--- config.mk ---
export PLATFORM = sky130hd
export DESIGN_NAME = seq_multiplier
export DESIGN_NICKNAME = d
export VERILOG_FILES = /design/src/rtl/seq_multiplier.sv
export SDC_FILE = /design/constraint.sdc
export NUM_CORES = 1
export LEC_CHECK = 0
export BUFFER_PORTS_ARGS = -buffer_cell sky130_fd_sc_hd__buf_2
export CORE_MARGIN = 5
export CORE_UTILIZATION = 30
export CTS_CLUSTER_SIZE = 24
export DETAILED_ROUTE_END_ITERATION = 12
export GPL_TIMING_DRIVEN = 0
export PLACE_DENSITY = 0.57
export SYNTH_ARGS = -nofsm -noshare
export SYNTH_HDL_FRONTEND = slang
export SYNTH_SLANG_ARGS = --single-unit
--- constraint.sdc ---
create_clock -name clk -period 5.2 [get_ports clk]
set_input_delay 0.26 -clock clk [delete_from_list [all_inputs] [get_ports clk]]
set_output_delay 0.26 -clock clk [all_outputs]
set_load 0.005 [all_outputs]
--- src/rtl/seq_multiplier.sv ---
// Iterative 32x32 -> 64 multiplier (MULT/MULTU) with hi/lo result registers.
// One radix-2 shift-add step per cycle; pve drops for exactly 32 cycles per operation.
module seq_multiplier (
   input  logic        clk,
   input  logic        reset,
   input  logic        multstartE,
   input  logic        signedE,
   input  logic [31:0] srcaE,
   input  logic [31:0] srcbE,
   input  logic        mthiE,
   input  logic        mtloE,
   output logic [31:0] hi,
   output logic [31:0] lo,
   output logic        pve,
   output logic        busy
);

   typedef enum logic [0:0] {
      IDLE = 1'b0,
      RUN  = 1'b1
   } state_t;

   state_t      state_q, state_d;
   logic [5:0]  cnt_q, cnt_d;
   logic [31:0] mcand_q, mcand_d;
   logic [63:0] mplier_q, mplier_d;
   logic [63:0] acc_q, acc_d;
   logic        neg_q, neg_d;
   logic [31:0] hi_q, hi_d;
   logic [31:0] lo_q, lo_d;
   logic        pve_q, pve_d;
   logic        busy_q, busy_d;
   logic [32:0] sum_s;
   logic [63:0] prod_s;

   // 33-bit magnitude so that -2^31 maps to 0x80000000 without overflow
   function automatic logic [31:0] magnitude(input logic [31:0] v, input logic sgn);
      logic [32:0] ext;
      logic [32:0] mag;
      ext = {sgn & v[31], v};
      if (ext[32]) begin
         mag = 33'd0 - ext;
      end else begin
         mag = ext;
      end
      return mag[31:0];
   endfunction

   function automatic logic [63:0] negate64(input logic [63:0] v);
      return 64'd0 - v;
   endfunction

   // Next-state, datapath step and output register updates
   always_comb begin
      state_d  = state_q;
      cnt_d    = cnt_q;
      mcand_d  = mcand_q;
      mplier_d = mplier_q;
      acc_d    = acc_q;
      neg_d    = neg_q;
      hi_d     = hi_q;
      lo_d     = lo_q;
      pve_d    = pve_q;
      busy_d   = busy_q;
      sum_s    = 33'd0;
      prod_s   = 64'd0;
      case (state_q)
         IDLE: begin
            if (multstartE) begin
               mcand_d  = magnitude(srcaE, signedE);
               mplier_d = {32'd0, magnitude(srcbE, signedE)};
               neg_d    = signedE & (srcaE[31] ^ srcbE[31]);
               acc_d    = 64'd0;
               cnt_d    = 6'd0;
               pve_d    = 1'b0;
               busy_d   = 1'b1;
               state_d  = RUN;
            end else begin
               if (mthiE) begin
                  hi_d = srcaE;
               end else begin
                  hi_d = hi_q;
               end
               if (mtloE) begin
                  lo_d = srcaE;
               end else begin
                  lo_d = lo_q;
               end
            end
         end
         RUN: begin
            // add into the upper half, then shift the whole accumulator right
            sum_s    = {1'b0, acc_q[63:32]} + (mplier_q[0] ? {1'b0, mcand_q} : 33'd0);
            prod_s   = {sum_s, acc_q[31:1]};
            acc_d    = prod_s;
            mplier_d = {1'b0, mplier_q[63:1]};
            cnt_d    = cnt_q + 6'd1;
            if (cnt_q == 6'd31) begin
               if (neg_q) begin
                  {hi_d, lo_d} = negate64(prod_s);
               end else begin
                  {hi_d, lo_d} = prod_s;
               end
               pve_d   = 1'b1;
               busy_d  = 1'b0;
               state_d = IDLE;
            end else begin
               state_d = RUN;
            end
         end
         default: begin
            state_d = IDLE;
            pve_d   = 1'b1;
            busy_d  = 1'b0;
         end
      endcase
   end

   // State and datapath registers with synchronous reset
   always_ff @(posedge clk) begin
      if (reset) begin
         state_q  <= IDLE;
         cnt_q    <= 6'd0;
         mcand_q  <= 32'd0;
         mplier_q <= 64'd0;
         acc_q    <= 64'd0;
         neg_q    <= 1'b0;
         hi_q     <= 32'd0;
         lo_q     <= 32'd0;
         pve_q    <= 1'b1;
         busy_q   <= 1'b0;
      end else begin
         state_q  <= state_d;
         cnt_q    <= cnt_d;
         mcand_q  <= mcand_d;
         mplier_q <= mplier_d;
         acc_q    <= acc_d;
         neg_q    <= neg_d;
         hi_q     <= hi_d;
         lo_q     <= lo_d;
         pve_q    <= pve_d;
         busy_q   <= busy_d;
      end
   end

   assign hi   = hi_q;
   assign lo   = lo_q;
   assign pve  = pve_q;
   assign busy = busy_q;

endmodule

==> flow_metrics.env <==
export IMPL_outcome="completed"
export IMPL_clkPwrFrac_pct=44.2
export IMPL_synth_top_area_cell="dfxtp_1"
export IMPL_p_leak_nw=5.91
export IMPL_core_um2=41000
export IMPL_start_util_pct=30.5
export IMPL_ys_warnings_count=0
export IMPL_tritoncts="done"
export IMPL_rows=74
export IMPL_drc=0
export IMPL_synth_cell_types=77
export IMPL_vias=12700
export IMPL_grt_pass1_vias=12300
export IMPL_grt_busiest_layer="met2"
export IMPL_cts_sinks=201
export IMPL_synth_seq_cells=201
export IMPL_grt_pass1_wl_mm=71.7
export IMPL_finalNetCount=1884
export IMPL_finClkSkew_ns=0.0172
export IMPL_instances_no_fill=2326
export IMPL_met1_usage_pct=25.1
export IMPL_relSlewSlack_pct=29.4
export IMPL_routed_wl_mm=47.0
export IMPL_cts_buffers=25
export IMPL_syn_avg_cell_area_um2=7.75
export IMPL_hold_viol=0
export IMPL_die_area_um2=45900
export IMPL_cts_clk_slew_worst_paths_ns=0.06
export IMPL_syn_nets=1722
export IMPL_route_antenna_remaining_nets=0
export IMPL_startpoint="mplier_q[0]"
export IMPL_ir_worst_vdd_uv=179
export IMPL_root_buffer="clkbuf_16"
export IMPL_swShare_pct=28.2
export IMPL_clock_latency_ns=0.53
export IMPL_required_ns=5.58
export IMPL_synth_edff_count=0
export IMPL_layout_common_cells="nor2_1 (286), dfxtp_1 (200), a21oi_1 (176)"
export IMPL_finalMaxSlewViolations=0
export IMPL_yosys_area_top_type_share_pct=32.2
export IMPL_io_pins=136
export IMPL_dp_cells=2282
export IMPL_seq_area_frac_synth_pct=32.2
export IMPL_power_switching_w=0.00115
export IMPL_grt_start_max_net_pins=13
export IMPL_fmax_mhz=201
export IMPL_max_cap_violations=0
export IMPL_synthTopCellsByArea="dfxtp_1 (32%), nor2_1 (8.6%), a21oi_1 (7.0%)"
export IMPL_power_w=0.00407
export IMPL_ys_async_sr_fraction_pct=0
export IMPL_final_layout_size_suffix_gt1_share_pct=12.8
export IMPL_gp_congestion=0.927
export IMPL_antenna_found_initial=1
export IMPL_placed_area_um2=13900
export IMPL_overflow=0
export IMPL_globalRouteTotalUtil_pct=19.4
export IMPL_max_slew_worst_pin_slew_ns=1.06
export IMPL_hold_start="srcaE[13]"
export IMPL_seqPwrFrac_pct=40.5
export IMPL_cts_resized=4
export IMPL_rsz0062_at_grt="no"
export IMPL_finalCritPeriodShare_pct=95.7
export IMPL_synthCells=1615
export IMPL_clockBufferDepth=3
export IMPL_finalInstanceArea_um2=14800
export IMPL_syn2layout_area_growth_pct=18.0
export IMPL_wl_per_cell_um=20.2
export IMPL_die_w_um=214
export IMPL_drt_pass1_iterations=5
export IMPL_synth_area_um2=12500
export IMPL_via_per_inst=5.45
export IMPL_finish_utilization_pct=36.0
export IMPL_crit_path_start_kind="flip-flop"
export IMPL_crit_path_max_fanout=10
export IMPL_htree_levels=1
export IMPL_ctsHoldBuffers=0
export IMPL_fin_crit_ns=4.98
export IMPL_worst_ep_arrival_time_ns=5.35
export IMPL_numPortBuffers=135
export IMPL_r2r_start="mplier_q[0]"
export IMPL_critPathKind="reg -> reg"
export IMPL_internal_power_w=0.00292
export IMPL_drt_initial_drc_count=917
export IMPL_combinationalPowerShare_pct=15.3
export IMPL_grt_util_met3_pct=2.88
export IMPL_final_common_cell="nor2_1"
export IMPL_die_y_um=214
export IMPL_use_met2_pct=33.1
export IMPL_hold_class="in -> reg"
export IMPL_powerDensity_nw_per_um2=276
export IMPL_cts_setup_buffers=0
export IMPL_crit_path_end_kind="flip-flop"
export IMPL_whs_ns=0.0782
export IMPL_ys_flop_type="dfxtp_1"
export IMPL_setup_viol=0
export IMPL_hpwl_mm=37.0
-- logic make-up (layout without fill, tap and decap cells) --
family	Yosys count	in the layout	synth area share, %
XOR/XNOR	131	131	9.23
other	0	1	0
buffers and inverters	132	310	4.15
flip-flops	201	201	32.2
adder cells (fa/ha/maj)	37	37	3.76
multiplexers	13	13	1.06
AND/OR/NAND/NOR	600	600	23.4
AO/OA/AOI/OAI	501	501	26.2
-- cell usage after synthesis (8+ instances only) --
library cell,count
dfxtp_1,201
xnor2_1,39
a221oi_1,11
nand3_1,16
o31ai_1,19
a21o_1,17
clkbuf_1,105
nor3b_1,38
and3_1,8
nor2b_1,9
a21oi_1,176
or3_1,22
mux2i_1,11
nor2_1,286
ha_1,36
nand2b_1,8
nor3_1,23
nand2_1,83
or4_1,9
a311oi_1,15
o41ai_1,15
and2_1,40
nor4_1,20
a22oi_1,28
a211oi_1,92
inv_1,13
o21ai_0,68
xor2_1,91
-- state kept, by name, summed over array words and instances, names as in the netlist --
| signal | cells |
|---|---|
| acc_q | 63 |
| lo | 32 |
| mcand_q | 32 |
| busy | 1 |
| neg_q | 1 |
| pve | 1 |
| mplier_q | 32 |
| state_q | 1 |
| hi | 32 |
| cnt_q | 6 |
-- metal layers --
layer	vias to the layer above	part of all wire (%)
met2	439	47
li1	6174	-
met4	0	3.6
met5	-	0
met3	88	6.4
met1	5977	43
-- power groups by stage --
stage / clock, W / sequential, W / combinational [W]
4_1_cts: 0.00183 / 0.00165 / 0.000617
2_1_floorplan: 0 / 0.00167 / 0.000369
3_3_place_gp: 0 / 0.00168 / 0.000606
5_1_grt: 0.00189 / 0.00166 / 0.000680
6_report: 0.00180 / 0.00165 / 0.000624
3_5_place_dp: 0 / 0.00168 / 0.000614
-- critical path, stage by stage (launching register included) --
cell and delay [ns]:
dfxtp_2 0.39, clkbuf_2 0.20, and2_1 0.18, ha_1 0.22, fa_2 0.42, a211oi_4 0.28, nor3_1 0.09, a2111o_1 0.42
a21oi_2 0.19, xnor2_2 0.19, or4_4 0.54, or4_1 0.60, buf_2 0.23, or2_0 0.22, o41ai_2 0.25, xor2_1 0.28
a221oi_1 0.11
-- cell type report --
class / count / area, um^2
diodes: 1 / 2.50
multi-input cells: 1282 / 8030
well taps: 532 / 666
clock inverters: 10 / 131
flip-flops and latches: 201 / 4030
inverters: 13 / 48.8
clock buffers: 33 / 716
fillers: 4338 / 26300
repair buffers: 135 / 676
plain buffers: 119 / 473
-- worst paths after layout --
path         slack (ns)          end  depth (start not counted)
max                0.22       hi[31]                         16
min reg2reg        0.46  mcand_q[31]                          2
max reg2reg        0.22       hi[31]                         16
min                0.08  mcand_q[13]                          3
-- metrics by stage --
stage          setup WS (ns)  TNS, ns
5_1_grt               0.0211        0
4_1_cts               0.0118        0
2_1_floorplan          0.920        0
3_5_place_dp         -0.0500   -0.111
6_report               0.225        0
3_3_place_gp         -0.0242  -0.0352
Note: power is estimated with default switching activity, not from simulation.
